`config.mk`:
```
export PLATFORM = sky130hd
export DESIGN_NAME = conv_ram_master
export DESIGN_NICKNAME = d
export VERILOG_FILES = /design/src/rtl/conv_pkg.sv /design/src/rtl/conv_mac.sv /design/src/rtl/conv_ram_master.sv
export SDC_FILE = /design/constraint.sdc
export NUM_CORES = 1
export LEC_CHECK = 0
export CAP_MARGIN = 0
export CORE_ASPECT_RATIO = 0.6
export CORE_MARGIN = 2
export CORE_UTILIZATION = 35
export DETAILED_ROUTE_END_ITERATION = 10
export PLACE_DENSITY_LB_ADDON = 0.25
export SETUP_SLACK_MARGIN = 0.15
export SLEW_MARGIN = 20
export SYNTH_ARGS = -nofsm -noshare
export SYNTH_HDL_FRONTEND = slang
export SYNTH_SLANG_ARGS = --single-unit
```
`constraint.sdc`:
```
create_clock -name clk -period 8.1 [get_ports clk]
set_input_delay 1.62 -clock clk [delete_from_list [all_inputs] [get_ports clk]]
set_output_delay 1.62 -clock clk [all_outputs]
set_load 0.01 [all_outputs]
```
`src/rtl/conv_pkg.sv`:
```
// Shared constants, state encoding and helpers for the 3x3 convolution RAM master.
package conv_pkg;
    localparam int IMG_W   = 8;
    localparam int K       = 3;
    localparam int ADDR_W  = 6;
    localparam int DATA_W  = 8;
    localparam int COEF_W  = 8;
    localparam int ACC_W   = 21;
    localparam int OUT_DIM = IMG_W - K + 1;
    localparam int PROD_W  = DATA_W + COEF_W + 1;
    localparam int KERN_W  = K * K * COEF_W;
    localparam int TAP_W   = 4;

    typedef enum logic [2:0] {
        S_IDLE,
        S_LOAD,
        S_RD,
        S_DRAIN,
        S_OUT,
        S_DONE
    } state_t;

    function automatic logic signed [COEF_W-1:0] kernel_tap(
        input logic [KERN_W-1:0] kern,
        input logic [TAP_W-1:0]  k
    );
        return $signed(kern[int'(k)*COEF_W +: COEF_W]);
    endfunction

    // Offset of tap k = 3*i + j from the window's top-left pixel.
    function automatic logic [ADDR_W-1:0] tap_offset(input logic [TAP_W-1:0] k);
        return ADDR_W'((int'(k) / K) * IMG_W + (int'(k) % K));
    endfunction
endpackage

```
`src/rtl/conv_mac.sv`:
```
// Clear/enable accumulator: unsigned pixel times signed weight into a signed sum.
module conv_mac
    import conv_pkg::*;
(
    input  logic                     clk,
    input  logic                     clr,
    input  logic                     en,
    input  logic [DATA_W-1:0]        pix,
    input  logic signed [COEF_W-1:0] coef,
    output logic signed [ACC_W-1:0]  sum_next
);
    logic signed [ACC_W-1:0]  acc;
    logic signed [PROD_W-1:0] prod;

    always_comb begin
        prod     = $signed({1'b0, pix}) * coef;
        sum_next = acc + $signed({{(ACC_W-PROD_W){prod[PROD_W-1]}}, prod});
    end

    always_ff @(posedge clk) begin
        if (clr)
            acc <= '0;
        else if (en)
            acc <= sum_next;
    end
endmodule

```
`src/rtl/conv_ram_master.sv`:
```
// Loads an 8x8 image into the single-port RAM, then streams out every 3x3
// convolution result in raster order.
module conv_ram_master
    import conv_pkg::*;
(
    input  logic                    clk,
    input  logic                    reset,
    input  logic                    start,
    input  logic [KERN_W-1:0]       kernel,
    input  logic                    in_valid,
    input  logic [DATA_W-1:0]       in_data,
    output logic                    in_ready,
    output logic                    ram_wr,
    output logic [ADDR_W-1:0]       ram_addr,
    output logic [DATA_W-1:0]       ram_din,
    input  logic [DATA_W-1:0]       ram_dout,
    output logic                    out_valid,
    output logic signed [ACC_W-1:0] out_data,
    input  logic                    out_ready,
    output logic                    busy,
    output logic                    done
);
    state_t                  state;
    logic [ADDR_W-1:0]       cnt;
    logic [2:0]              row;
    logic [2:0]              col;
    logic [TAP_W-1:0]        k;
    logic [KERN_W-1:0]       kern_q;
    logic                    vld_p0;
    logic                    vld_p1;
    logic [TAP_W-1:0]        k_p0;
    logic [TAP_W-1:0]        k_p1;
    logic [ADDR_W-1:0]       rd_addr;
    logic                    mac_clr;
    logic signed [ACC_W-1:0] sum_next;

    always_comb begin
        rd_addr = ADDR_W'(int'(row) * IMG_W + int'(col)) + tap_offset(k);
        mac_clr = (state == S_RD) && (k == '0);
    end

    conv_mac u_mac (
        .clk      (clk),
        .clr      (mac_clr),
        .en       (vld_p1),
        .pix      (ram_dout),
        .coef     (kernel_tap(kern_q, k_p1)),
        .sum_next (sum_next)
    );

    // Stage p0: address registered onto the RAM port; p1: RAM read data returns.
    always_ff @(posedge clk) begin
        k_p0 <= k;
        k_p1 <= k_p0;
        if (state == S_IDLE && start)
            kern_q <= kernel;
    end

    always_ff @(posedge clk) begin
        if (reset) begin
            state     <= S_IDLE;
            cnt       <= '0;
            row       <= '0;
            col       <= '0;
            k         <= '0;
            vld_p0    <= 1'b0;
            vld_p1    <= 1'b0;
            in_ready  <= 1'b0;
            ram_wr    <= 1'b0;
            ram_addr  <= '0;
            ram_din   <= '0;
            out_valid <= 1'b0;
            out_data  <= '0;
            busy      <= 1'b0;
            done      <= 1'b0;
        end else begin
            vld_p0 <= 1'b0;
            vld_p1 <= vld_p0;
            done   <= 1'b0;
            case (state)
                S_IDLE: begin
                    if (start) begin
                        cnt      <= '0;
                        in_ready <= 1'b1;
                        busy     <= 1'b1;
                        state    <= S_LOAD;
                    end
                end
                S_LOAD: begin
                    ram_wr <= in_valid && in_ready;
                    if (in_valid && in_ready) begin
                        ram_addr <= cnt;
                        ram_din  <= in_data;
                        cnt      <= cnt + 1'b1;
                        if (cnt == '1) begin
                            in_ready <= 1'b0;
                            row      <= '0;
                            col      <= '0;
                            k        <= '0;
                            state    <= S_RD;
                        end
                    end
                end
                S_RD: begin
                    ram_wr   <= 1'b0;
                    ram_addr <= rd_addr;
                    vld_p0   <= 1'b1;
                    if (k == TAP_W'(K*K-1))
                        state <= S_DRAIN;
                    else
                        k <= k + 1'b1;
                end
                S_DRAIN: begin
                    // Wait for the last tap's read data to come back through the RAM.
                    if (vld_p1 && k_p1 == TAP_W'(K*K-1)) begin
                        out_data  <= sum_next;
                        out_valid <= 1'b1;
                        state     <= S_OUT;
                    end
                end
                S_OUT: begin
                    if (out_ready) begin
                        out_valid <= 1'b0;
                        if (row == 3'(OUT_DIM-1) && col == 3'(OUT_DIM-1)) begin
                            done  <= 1'b1;
                            state <= S_DONE;
                        end else begin
                            k <= '0;
                            if (col == 3'(OUT_DIM-1)) begin
                                col <= '0;
                                row <= row + 1'b1;
                            end else begin
                                col <= col + 1'b1;
                            end
                            state <= S_RD;
                        end
                    end
                end
                S_DONE: begin
                    busy  <= 1'b0;
                    state <= S_IDLE;
                end
                default: state <= S_IDLE;
            endcase
        end
    end
endmodule

```
## After elaboration in Yosys (flattened, before gate mapping)

Index checks and enable logic that the tools add are counted.

| storage, ports and cells | value |
|---|---|
| flip-flop bits (word level) | 162 |
| input port bits | 93 |
| output and inout port bits | 40 |
| logic and storage cells | 117 |

| operators by class | value |
|---|---|
| add/subtract/negate cells | 8 |
| multiply operators | 1 |
| divide/modulo/power cells | 2 |
| equal/unequal tests | 19 |
| shifts and indexed selects | 1 |
| mux-type cells | 40 |
| bitwise logic cells | 2 |
| reduce and logical (&&, ||, !) cells | 25 |

Operators by type and width:

| operator | number |
|---|---|
| 72-bit by 8-bit indexed part select with 8-bit output | 1 |
| 3-bit 2-to-1 mux | 15 |
| 5-bit by 3-bit divider with 32-bit output (second input constant) | 1 |
| 5-bit by 3-bit modulo with 32-bit output (second input constant) | 1 |
| 6-bit case mux with 2 select lines | 2 |
| 21-bit by 17-bit adder with 21-bit output | 1 |
| 4-bit 2-to-1 mux | 5 |
| 6-bit 2-to-1 mux | 3 |
| 6-bit AND reduction | 3 |
| 9-bit by 8-bit multiplier with 17-bit output | 1 |
| 2-bit inequality test (second input constant) | 8 |
| 3-bit case mux with 5 select lines | 1 |
| 6-bit adder | 2 |
| 3-bit equality test (second input constant) | 4 |
| 3-bit case mux with 2 select lines | 2 |
| 4-bit case mux with 3 select lines | 1 |
| 2-bit nonzero test | 5 |
| 4-bit equality test (second input constant) | 2 |
| 1-bit case mux with 2 select lines | 4 |
| 2-bit AND reduction | 4 |
| 1-bit 2-to-1 mux | 7 |
| 3-bit by 1-bit adder with 3-bit output (second input constant) | 2 |
| 6-bit by 1-bit adder with 6-bit output (second input constant) | 1 |
| 6-bit by 3-bit adder with 6-bit output | 1 |
| 14 further kinds | 21 |

## Longest topological paths before layout

Gate-level depths: netlist of the first run.

| logic depth | value |
|---|---|
| depth in word-level cells | 5 |
| gate-level depth with buffers | 24 |
| gate-level depth less buffers | 22 |

## By module

A second synthesis of the first run with hierarchy kept.

| unflattened totals | value |
|---|---|
| cell total of the unflattened synthesis | 948 |
| area total of the unflattened synthesis | 9,860.7 µm² |

Modules (own cells, without submodules):

| module | times used | cells an instance | area each (µm²) | sequential area each (µm²) |
|---|---|---|---|---|
| conv_ram_master | 1 | 532 | 6,079.6 | 3,543.4 |
| conv_mac | 1 | 416 | 3,781.1 | 420.4 |

## Worst setup path after synthesis of the first run

OpenSTA, ideal clock, no wires.

| timing | value |
|---|---|
| path kind | register to register |
| start point | reg k_p1[0] |
| end point | reg u_mac.acc[19] |
| setup time | 0.148 ns |
| arrival | 5.902 ns |
| required time | 7.952 ns |
| setup slack | 2.050 ns |
| cell stages (with the launch flop) | 22 |
| buffers on the path | 2 |
| period minus slack after synthesis | 6.050 ns |
| path through | dfxtp_1 -> buf_4 -> buf_2 -> mux4_2 -> mux2i_1 -> o21ai_0 -> and2_1 -> fa_1 -> inv_1 -> fa_1 -> inv_1 -> fa_1 -> fa_1 -> fa_1 -> ha_1 -> or3_1 -> or2_2 -> nand3_1 -> o211ai_1 -> o31ai_1 -> xor2_1 -> a211oi_1 |

| on the way | value |
|---|---|
| cells in the longest elaborated chain, start to end | 3 |

RTL lines:

| element | RTL line | source |
|---|---|---|
| start, declared | conv_ram_master.sv:32 | `logic [TAP_W-1:0] k_p1;` |
| start signal, assigned | conv_ram_master.sv:54 | `k_p1 <= k_p0;` |
| 72-bit by 8-bit indexed part select with 8-bit output | conv_pkg.sv:27 | `return $signed(kern[int'(k)*COEF_W +: COEF_W]);` |
| 9-bit by 8-bit multiplier with 17-bit output | conv_mac.sv:16 | `prod = $signed({1'b0, pix}) * coef;` |
| 21-bit by 17-bit adder with 21-bit output | conv_mac.sv:17 | `sum_next = acc + $signed({{(ACC_W-PROD_W){prod[PROD_W-1]}}, prod});` |
| end signal, assigned | conv_mac.sv:24 | `acc <= sum_next;` |
| end, declared | conv_mac.sv:12 | `logic signed [ACC_W-1:0] acc;` |

No other way between the ends.
A chain may end at the register's enable or synchronous reset.

## Worst setup path after layout of the first run

| timing | value |
|---|---|
| start point | reg k_p1[0] |
| end point | reg out_data[19] |

| on the way | value |
|---|---|
| cells in the longest elaborated chain, start to end | 3 |
| elaborated cells on any way between the ends | 6 |
| those cells by class | add/sub (1); mul (1); eq/ne (1); shift (1); reduce/logical (2) |

RTL lines:

| element | RTL line | source |
|---|---|---|
| 72-bit by 8-bit indexed part select with 8-bit output / 4-bit equality test (equally long branches) | conv_pkg.sv:27, conv_ram_master.sv:115 |  |
| 9-bit by 8-bit multiplier with 17-bit output / 1-bit logical AND (equally long branches) | conv_mac.sv:16, conv_ram_master.sv:115 |  |
| 21-bit by 17-bit adder with 21-bit output / 2-bit AND reduction (equally long branches) | -- |  |
| end signal, assigned | conv_ram_master.sv:116 | `out_data <= sum_next;` |
| end, declared | conv_ram_master.sv:18 | `output logic signed [ACC_W-1:0] out_data,` |

Several ways; a longest one is shown, not always the timed one.

==> impl_results.md, run 1 <==
* Maximum net fanout on the critical path at 9
* Critical path class: reg -> reg
* Clock transition at path regs at 70 ps
* Starting utilization of the core area at 0.353
* Main combinational cell family by area after synthesis: adder cells
* Number of endpoints failing setup at the final stage at 0
* Fraction of final layout cells with drive strength greater than 1 at 0.0705
* Combined global-route utilization of all metal layers at 0.167
* Predominant post-synthesis flop cell: dfxtp_1
* Number of iterations in the first detailed-routing pass at 5
* Summed instance area of the synthesized netlist at slightly below 10000 um2
* Sum Neg Setup Slack at 0 ps
* Vias in the first global route at ~6800
* CTS tree: yes
* Adder-cell share of the synthesized area at 0.219
* # rows at 47
* Die area at 29000 um2
* Highest-count cells in the layout ignoring fill and taps: 131 x clkdlybuf4s50_1, 119 x nand2_1, 90 x dfxtp_1
* Most area-hungry cell type in the Yosys netlist: edfxtp_1
* Max VDD drop at approximately 0.26 mV
* Starting DRT DRC Count at just under 400
* Startpoint Class: flip-flop
* Post-synth EDFFs at 72
* Synth unique cells at 60
* Net Count, Synth at around 1100
* Fillers at roughly 2600
* # Post-CTS Setup Buffers at 0
* Simple-gate area share of the yosys netlist at 0.132
* Max-cap violation count at 0
* Global placer's final weighted congestion at a little over 0.8
* Wire length of the first global-routing pass at approximately 37000 um
* Final hold violations at 0
* Number of remaining DRC errors at 0
* Count of H-tree levels built during CTS at 4
* HPWL after detailed placement at approximately 18000 um
* Power density over the cells at 281 nW/um2
* Area growth from synthesis to layout at 24.2%
* Via count of the routed design at slightly below 7000
* Arrival time at the worst endpoint at 7060 ps
* Die height at roughly 130 um
* Count of placed standard cells in the final layout, fillers left out at 1416
* Width of the chip at 218 um
* Proportion of synthesized flip-flops having asynchronous set or reset at 0
* Fraction of the yosys area taken by sequential cells at 0.410
* Leading cell type in the layout, fill and taps excluded: clkdlybuf4s50_1
* Number of nets in the finished design at between 1000 and 1500
* Share of the synthesized area in the top cell type at 0.224
* Clk_lat worst skew at around 460 ps
* Area share of xor/xnor cells in the synthesized design at 0.0307
* Compound-gate portion of the synthesized area at 0.0899
* RSZ-0062 raised after global routing: no
* Total number of clock tree sinks at ~160
* Placeable Area at around 27000 um2
* Final WL at roughly 23000 um
* Clock period minus worst slack at 6780 ps
* Post-Syn Area per Cell at approximately 11 um2
* Hold bufs inserted after CTS at 0
* Achievable clock frequency at 147 MHz
* CTS max path bufs at 2
* Data required time of the worst path at 8380 ps
* Ant. Diodes at 0
* Fin crit share at 0.837
* Final Core Density at 0.439
* Register bit count reported by yosys at approximately 160
* Port bufs at between 100 and 150
* Num CTS Buffers at 17
* IO Count at approximately 130
* Clock skew after layout at ~18 ps
* Run status: completed
* Mux contribution to synthesized area at 0.0697
* Gate count after technology mapping at 907
* ANT nets after route at 0
* Sum of overflow across all layers after global routing at 0
* Kind of end point of the critical path: flip-flop
* Leakage power at just under 5 nW
* Final Max Tran Viols at 0
* Clock tree root buffer cell: clkbuf_16
* Post-CTS resize count at 0
* Maximum number of pins on one net before global-route repair at 73
* Total instance count after detailed placement at 1384
* Number of antenna violations at the first check in global routing at 0
* Transition time of the tightest slew-check pin at 1030 ps
* Path type of the worst min-delay path: reg -> reg
* Slew HR at 0.316
* WL/cell at 16.4 um
* DR vias/cell at approximately 4.8
* Top cells by area in the synthesized netlist: edfxtp_1 22%, dfxtp_1 19%, fa_1 11%
* Yosys warns at 0
-- kinds of logic (layout without fill, tap and decap cells) --
family	after synthesis	in the layout
compound gates	134	134
xor+xnor	33	33
fa+ha+maj	136	136
buf+inv	117	259
flops	162	162
mux	47	47
simple gates	278	278
-- Yosys cell counts (2+ instances only) --
master / n
nand2_1: 119
dfxtp_1: 90
inv_1: 87
ha_1: 81
edfxtp_1: 72
nor2_1: 70
a21oi_1: 55
fa_1: 55
mux2i_1: 29
and2_1: 27
xnor2_1: 21
clkbuf_1: 19
mux4_2: 16
o21ai_0: 15
nand2b_1: 13
a211oi_1: 12
nand3_1: 12
xor2_1: 11
nor2b_1: 8
a21o_1: 7
buf_2: 7
a311oi_1: 6
o21a_1: 6
a31oi_1: 5
nor3_1: 5
o21ai_1: 5
and3_1: 4
nand4_1: 4
o31ai_1: 4
o22ai_1: 3
or3_1: 3
a211o_1: 2
a211oi_2: 2
a32oi_1: 2
mux2_2: 2
nand3b_1: 2
or2_2: 2
or4_1: 2
-- power breakdown --
part	internal [mW]	leakage [nW]	switching, mW
combinational	0.686	3.09	0.908
clock	0.424	0.301	0.415
sequential	0.916	1.42	0.0278
-- worst max-delay path, cell delays in order, from the launching register on --
cell and delay, ps:
dfxtp_1 660, buf_4 330, mux4_2 530, mux2i_1 130, o21ai_0 330, and2_1 330, fa_1 530, inv_1 50
fa_1 480, inv_1 60, fa_1 500, fa_1 510, fa_1 420, ha_1 230, or3_1 400, or2_2 300
nand3_1 90, o211ai_1 110, o31ai_1 280, xor2_1 250, a211oi_1 110
-- state kept, by name, indices dropped and copies added (netlist names), 3 cells and up --
signal / count
cnt: 6
col: 3
kern_q: 72
ram_addr: 6
k_p0: 4
state: 3
row: 3
u_mac.acc: 21
out_data: 21
ram_din: 8
k: 4
k_p1: 4
-- area by class of cell --
class	instances	area, um2	area share
clock buffer	17	425	0.0355
clock inverter	15	199	0.0166
inverter	87	327	0.0272
multi-input combinational	628	5250	0.437
sequential	162	3960	0.330
tap	367	459	0.0383
timing repair buffer	140	1380	0.115
-- worst paths after layout --
path,slack [ps],cells past startpoint,to,start
setup / recovery,1320,20,out_data[19],k_p1[0]
hold / removal,330,0,k_p1[1],k_p0[1]
setup reg to reg,1320,20,out_data[19],k_p1[0]
hold reg to reg,330,0,k_p1[1],k_p0[1]
-- layer usage --
layer  wire length (um)  vias up  GRT usage
met2               9400      124      0.221
met4                286        0     0.0438
li1                   -     3373          -
met3               1110       18     0.0416
met1              12400     3281      0.264
met5                  0        -          0
-- through the flow --
step           hold WS [ps]  setup slack (ps)  instance area, um2  power (mW)
5_1_grt                 346               792               12000        3.66
3_3_place_gp            314              1190               11400        2.55
6_report                328              1320               12000        3.38
2_1_floorplan           310              2050                9660        2.15
3_5_place_dp            314              1150               11400        2.56
4_1_cts                 331              1230               12000        3.41
Note: power is estimated with default switching activity, not from simulation.
==> run 2: changes to the inputs <==
clock period = 5.5 ns   (was 8.1 ns; I/O delays follow)
==> run 2 against run 1 <==
The run now ends with setup timing left. Critical path depth grew 1. Setup slack lost 1600 ps. Routed wire length grew 3.9%. Die area is the same. Core utilization grew 4.1 points. Largest power group unchanged. Highest routed layer unchanged.
==> impl_results.md, run 2 (same netlist as run 1, synthesis figures left out) <==
* Final hold violations at 0 (unchanged)
* Worst-case hold path end point: k_p1[1] (unchanged)
* Critical path class: reg -> reg (unchanged)
* Area growth from synthesis to layout at 35.9% (was 24.2%)
* Number of remaining DRC errors at 0 (unchanged)
* Net load switching power at 2.53 mW (was 1.35 mW)
* Num CTS Buffers at 17 (unchanged)
* Clk_lat worst skew at 450 ps (was 460 ps)
* Die height at 133 um (unchanged)
* Combined global-route utilization of all metal layers at 0.173 (was 0.167)
* HPWL after detailed placement at 17900 um (was 17800 um)
* Maximum net fanout on the critical path at 8 (was 9)
* Final WL at 24100 um (was 23200 um)
* Pre-CTS setup slack at -714 ps (was 1150 ps)
* Path type of the worst min-delay path: reg -> reg (unchanged)
* DR vias/cell at 4.76 (was 4.80)
* Slack of the worst reg-to-reg path at -250 ps (was 1320 ps)
* Fraction of power consumed by combinational cells at 0.611 (was 0.472)
* # rows at 47 (unchanged)
* Share of total power consumed by net switching at 0.382 (was 0.400)
* Transition time of the tightest slew-check pin at 976 ps (was 1030 ps)
* Part of the power in registers at 0.210 (was 0.279)
* Fin crit share at 1.04 (was 0.837)
* Count of H-tree levels built during CTS at 4 (unchanged)
* Via count of the routed design at 7083 (was 6796)
* Starting utilization of the core area at 0.353 (unchanged)
* Clock period minus worst slack at 5750 ps (was 6780 ps)
* Run status: finished with violations (was completed)
* Clock network fraction of design power at 0.179 (was 0.249)
* Sum of overflow across all layers after global routing at 0 (unchanged)
* Starting DRT DRC Count at 400 (was 389)
* WL/cell at 16.2 um (was 16.4 um)
* Ant. Diodes at 0 (unchanged)
* Max-cap violation count at 0 (unchanged)
* Total number of clock tree sinks at 162 (unchanged)
* Clock transition at path regs at 70 ps (about the same)
* Port bufs at 132 (unchanged)
* Startpoint of the lowest-slack hold path: k_p0[1] (unchanged)
* Number of endpoints failing setup at the final stage at 21 (was 0)
* Largest Register: kern_q (unchanged)
* Arrival time at the worst endpoint at 6120 ps (was 7060 ps)
* Post-route worst setup slack at -246 ps (was 1320 ps)
* Data required time of the worst path at 5880 ps (was 8380 ps)
* Global placer's final weighted congestion at 0.833 (was 0.822)
* Leading cell type in the layout, fill and taps excluded: clkdlybuf4s50_1 (unchanged)
* CTS max path bufs at 2 (unchanged)
* Wire length of the first global-routing pass at 38400 um (was 37100 um)
* Path depth of the worst reg2reg path at 21 (was 20)
* IO Count at 133 (unchanged)
* Final Core Density at 0.480 (was 0.439)
* Number of iterations in the first detailed-routing pass at 4 (was 5)
* Final Max Tran Viols at 0 (unchanged)
* Highest-count cells in the layout ignoring fill and taps: 131 x clkdlybuf4s50_1, 112 x nand2_1, 89 x dfxtp_1 (was 131 x clkdlybuf4s50_1, 119 x nand2_1, 90 x dfxtp_1)
* Violations in the final reports: setup timing
* Hold bufs inserted after CTS at 0 (unchanged)
* Fraction of final layout cells with drive strength greater than 1 at 0.202 (was 0.0705)
* Placeable Area at 27300 um2 (unchanged)
* Hold path depth at 0 (unchanged)
* Maximum number of pins on one net before global-route repair at 75 (was 73)
* Reg-to-reg critical path startpoint: k_p1[0] (unchanged)
* Leading registers by flop count: kern_q: 72 flops, out_data: 21 flops, u_mac.acc: 21 flops (unchanged)
* Number of nets in the finished design at 1336 (was 1265)
* Clock tree root buffer cell: clkbuf_16 (unchanged)
* Die area at 29000 um2 (unchanged)
* Slew HR at 0.349 (was 0.316)
* Startpoint Class: flip-flop (unchanged)
* Max VDD drop at 0.664 mV (was 0.257 mV)
* Kind of end point of the critical path: flip-flop (unchanged)
* Flip-flop count of the largest register after layout at 72 (unchanged)
* Number of antenna violations at the first check in global routing at 0 (unchanged)
* Worst r2r dst: out_data[20] (was out_data[19])
* Internal Power at 4.10 mW (was 2.03 mW)
* ANT nets after route at 0 (unchanged)
* Achievable clock frequency at 174 MHz (was 147 MHz)
* Vias in the first global route at 7077 (was 6775)
* Width of the chip at 218 um (unchanged)
* CTS tree: yes (unchanged)
* Leakage power at 5.25 nW (was 4.81 nW)
* Clock skew after layout at 11.1 ps (was 17.7 ps)
* Power density over the cells at 505 nW/um2 (was 281 nW/um2)
* RSZ-0062 raised after global routing: yes (was no)
==> run 2: cell count changes in the layout (fill, tap and decap cells not counted), sizes merged <==
cell,previous run,this run
buf,9,80
clkinvlp,0,2
bufinv,0,1
clkinv,8,3
clkbuf,17,19
==> run 2: cell type report <==
class / count / area (um2)
timing repair buffer: 211 / 2010
sequential: 162 / 3970
inverter: 87 / 327
tap: 367 / 459
fill: 2483 / 14200
multi-input combinational: 628 / 5790
clock inverter: 13 / 143
clock buffer: 19 / 433
==> run 2: how the worst max path moves through the flow <==
stage | startpoint | depth (start not counted) | slack, ps | endpoint
final | k_p1[0] | 21 | -250 | out_data[20]
after CTS | k_p1[0] | 21 | -310 | out_data[14]
after floorplan | k_p1[0] | 21 | 30 | u_mac.acc[19]
after detailed placement | ram_dout[2] | 16 | -710 | out_data[19]
after global routing | k_p1[0] | 21 | -480 | out_data[20]
after global placement | ram_dout[5] | 18 | -660 | out_data[14]
==> run 2: power groups by stage <==
stage | clock (mW) | combinational [mW] | sequential, mW
3_3_place_gp | 0 | 3.04 | 1.42
5_1_grt | 1.27 | 4.43 | 1.40
3_5_place_dp | 0 | 3.06 | 1.42
2_1_floorplan | 0 | 1.99 | 1.40
4_1_cts | 1.22 | 3.32 | 1.39
6_report | 1.19 | 4.05 | 1.39
==> run 2: critical path, cell delays in order (launching register included) <==
cell	delay [ps]
dfxtp_4	440
buf_12	170
buf_4	120
mux4_2	540
mux2i_4	190
o21ai_4	120
nand2_2	100
fa_1	410
fa_1	560
inv_2	40
fa_1	490
fa_1	430
fa_2	560
ha_4	210
o21a_4	210
a211o_1	330
nand3b_1	150
buf_4	140
a31oi_4	80
xnor2_2	160
nand2_1	70
a21oi_1	150
==> run 2: per-stage QoR <==
| stage | power, mW | instance area, um2 | hold slack, ps | cells | setup TNS (ps) |
|---|---|---|---|---|---|
| after floorplan | 3.39 | 9790 | 310 | 907 | 0 |
| after detailed placement | 4.47 | 12000 | 314 | 1444 | -13320 |
| after CTS | 5.93 | 12700 | 331 | 1479 | -4510 |
| final | 6.63 | 13100 | 328 | 1487 | -2850 |
| after global placement | 4.45 | 12000 | 321 | 1444 | -11870 |
| after global routing | 7.09 | 13100 | 337 | 1487 | -7980 |
==> run 2: timing repair <==
| item | 4_1_cts | 5_1_grt |
|---|---|---|
| gates resized for setup | 19 | 70 |
| endpoints found under the setup margin | 26 | 27 |
| pin swaps | 17 | 42 |
| setup buffers | 3 | 8 |
==> run 2: routing by layer <==
metal	global-route usage	wire, um	vias up
li1	-	-	3516
met1	0.265	12600	3416
met2	0.239	10100	132
met3	0.0441	1070	19
met4	0.0457	261	0
met5	0	0	-
==> run 3: changes to the inputs <==
HOLD_SLACK_MARGIN = 0.06   (was default)
REMOVE_ABC_BUFFERS = 1   (was default)
==> run 3 against run 2 <==
The run still ends with setup timing left. Clock power down 3%. Final area shrank 1.0%. Count of clock-buffer cells in the layout decreased by 2. Global-route usage about the same. Sequential share of layout area grew 0.31 points. Clock skew rose by 3.2 ps. First-iteration DRC count fell by 4.5%. Sequential power about the same. Fmax increased by 0.32%. Critical path type unchanged.
==> impl_results.md, run 3 (same netlist as run 1, synthesis figures left out) <==
* Combined global-route utilization of all metal layers at 0.173 (about the same)
* Total number of clock tree sinks at 162 (unchanged)
* Chain of cells forming the critical path: buf_16, mux4_2, mux2i_4, o21ai_4, nand2_1, fa_1, fa_1, inv_1, ha_1, inv_1, fa_1, inv_1, ha_1, ha_1, fa_2, a211o_1, a211o_1, nand3b_1, nand2_1, xnor2_1, mux2_4, nor2_2 (was buf_12, buf_4, mux4_2, mux2i_4, o21ai_4, nand2_2, fa_1, fa_1, inv_2, fa_1, fa_1, fa_2, ha_4, o21a_4, a211o_1, nand3b_1, buf_4, a31oi_4, xnor2_2, nand2_1, a21oi_1)
* Violations in the final reports: setup timing (unchanged)
* Number of iterations in the first detailed-routing pass at 5 (was 4)
* Final Core Density at 0.475 (was 0.480)
* Run status: finished with violations (unchanged)
* DR vias/cell at 4.78 (was 4.76)
* Max incr delay on CP at 530 ps (was 560 ps)
* # rows at 47 (unchanged)
* Startpoint Class: flip-flop (unchanged)
* Max VDD drop at 0.585 mV (was 0.664 mV)
* Clock transition at path regs at 70 ps (about the same)
* Slew HR at 0.353 (was 0.349)
* Worst-path cell with the longest stage delay: mux4_2 (was fa_1)
* Area growth from synthesis to layout at 34.5% (was 35.9%)
* Via count of the routed design at 7101 (was 7083)
* IO Count at 133 (unchanged)
* Maximum number of pins on one net before global-route repair at 57 (was 75)
* Number of buffers and inverters on the critical path at 4 (unchanged)
* Width of the chip at 218 um (unchanged)
* Clk_lat worst skew at 450 ps (about the same)
* Fraction of final layout cells with drive strength greater than 1 at 0.184 (was 0.202)
* Clock tree root buffer cell: clkbuf_16 (unchanged)
* Final hold violations at 0 (unchanged)
* Leading registers by flop count: kern_q: 72 flops, out_data: 21 flops, u_mac.acc: 21 flops (unchanged)
* Fin area at 13000 um2 (was 13100 um2)
* Fillers at 2520 (was 2483)
* Critical path class: reg -> reg (unchanged)
* ANT nets after route at 0 (unchanged)
* RSZ-0062 raised after global routing: yes (unchanged)
* CTS tree: yes (unchanged)
* Final WL at 23600 um (was 24100 um)
* Transition time of the tightest slew-check pin at 968 ps (was 976 ps)
* Count of placed standard cells in the final layout, fillers left out at 1487 (unchanged)
* Die height at 133 um (unchanged)
* HPWL after detailed placement at 18000 um (was 17900 um)
* Port bufs at 132 (unchanged)
* Clock skew after layout at 14.3 ps (was 11.1 ps)
* Global placer's final weighted congestion at 0.843 (was 0.833)
* Ant. Diodes at 0 (unchanged)
* Leading cell type in the layout, fill and taps excluded: clkdlybuf4s50_1 (unchanged)
* Achievable clock frequency at 175 MHz (was 174 MHz)
* Highest-count cells in the layout ignoring fill and taps: 130 x clkdlybuf4s50_1, 119 x nand2_1, 89 x dfxtp_1 (was 131 x clkdlybuf4s50_1, 112 x nand2_1, 89 x dfxtp_1)
* Total Power Consumption at 6.58 mW (was 6.63 mW)
* Number of remaining DRC errors at 0 (unchanged)
* Starting DRT DRC Count at 382 (was 400)
* Largest Register: kern_q (unchanged)
* Number of antenna violations at the first check in global routing at 1 (was 0)
* Fin crit share at 1.04 (about the same)
* Vias in the first global route at 7383 (was 7077)
* Placeable Area at 27300 um2 (unchanged)
* Die area at 29000 um2 (unchanged)
* Pre-CTS setup slack at -828 ps (was -714 ps)
* Max-cap violation count at 0 (unchanged)
* Number of endpoints failing setup at the final stage at 18 (was 21)
* Power density over the cells at 506 nW/um2 (was 505 nW/um2)
* Hold bufs inserted after CTS at 0 (unchanged)
* CP delay by family, top: adder cells (unchanged)
* Kind of end point of the critical path: flip-flop (unchanged)
* Data required time of the worst path at 5890 ps (was 5880 ps)
* Arrival time at the worst endpoint at 6110 ps (was 6120 ps)
* Sum of overflow across all layers after global routing at 0 (unchanged)
* Number of nets in the finished design at 1336 (unchanged)
* Total instance count after detailed placement at 1442 (was 1444)
* Leakage power at 5.25 nW (about the same)
* Post-route worst setup slack at -227 ps (was -246 ps)
* Starting utilization of the core area at 0.353 (unchanged)
* Count of H-tree levels built during CTS at 4 (unchanged)
* Final Max Tran Viols at 0 (unchanged)
* Clock period minus worst slack at 5730 ps (was 5750 ps)
* CTS max path bufs at 2 (unchanged)
* WL/cell at 15.8 um (was 16.2 um)
* Cell area reported after detailed placement at 11800 um2 (was 12000 um2)
* Flip-flop count of the largest register after layout at 72 (unchanged)
* Path type of the worst min-delay path: reg -> reg (unchanged)
* Wire length of the first global-routing pass at 38600 um (was 38400 um)
* Num CTS Buffers at 17 (unchanged)
* Maximum net fanout on the critical path at 8 (unchanged)
run 3: layout make-up:
cell class                 count  area, um2  area share
multi-input combinational    628       5670       0.436
timing repair buffer         211       2010       0.155
tap                          367        459      0.0353
clock inverter                15        139      0.0107
clock buffer                  17        425      0.0327
inverter                      87        327      0.0251
sequential                   162       3970       0.305
run 3: worst paths after layout:
path	startpoint	to	slack, ps	cells past startpoint
worst max-delay path	k_p1[0]	u_mac.acc[18]	-230	22
worst min-delay path	k_p0[0]	k_p1[0]	330	0
worst max register to register	k_p1[0]	u_mac.acc[18]	-230	22
worst min register to register	k_p0[0]	k_p1[0]	330	0
run 3: through the flow:
stage / hold slack, ps / TNS [ps]
floorplan: 310 / -13550
global placement: 314 / -14620
detailed placement: 314 / -15910
CTS: 327 / -3290
global route: 331 / -8150
finish: 327 / -2430
run 3: repair_timing:
| item | in CTS | in global routing |
|---|---|---|
| resized for setup | 83 | 19 |
| cloned | 1 | 0 |
| setup buffers | 10 | 2 |
| setup endpoints to repair | 26 | 26 |
| pin swaps | 56 | 23 |
run 3: where the power goes:
group | switching [mW] | leakage, nW | internal, mW
sequential | 0.0393 | 1.42 | 1.35
combinational | 1.91 | 3.56 | 2.13
clock | 0.554 | 0.271 | 0.597
run 3: metal layers:
layer	global-route usage	wire length [um]	vias up
met5	0	13	-
met4	0.0469	291	2
met3	0.0457	1140	22
met2	0.236	9420	137
met1	0.266	12700	3424
li1	-	-	3516
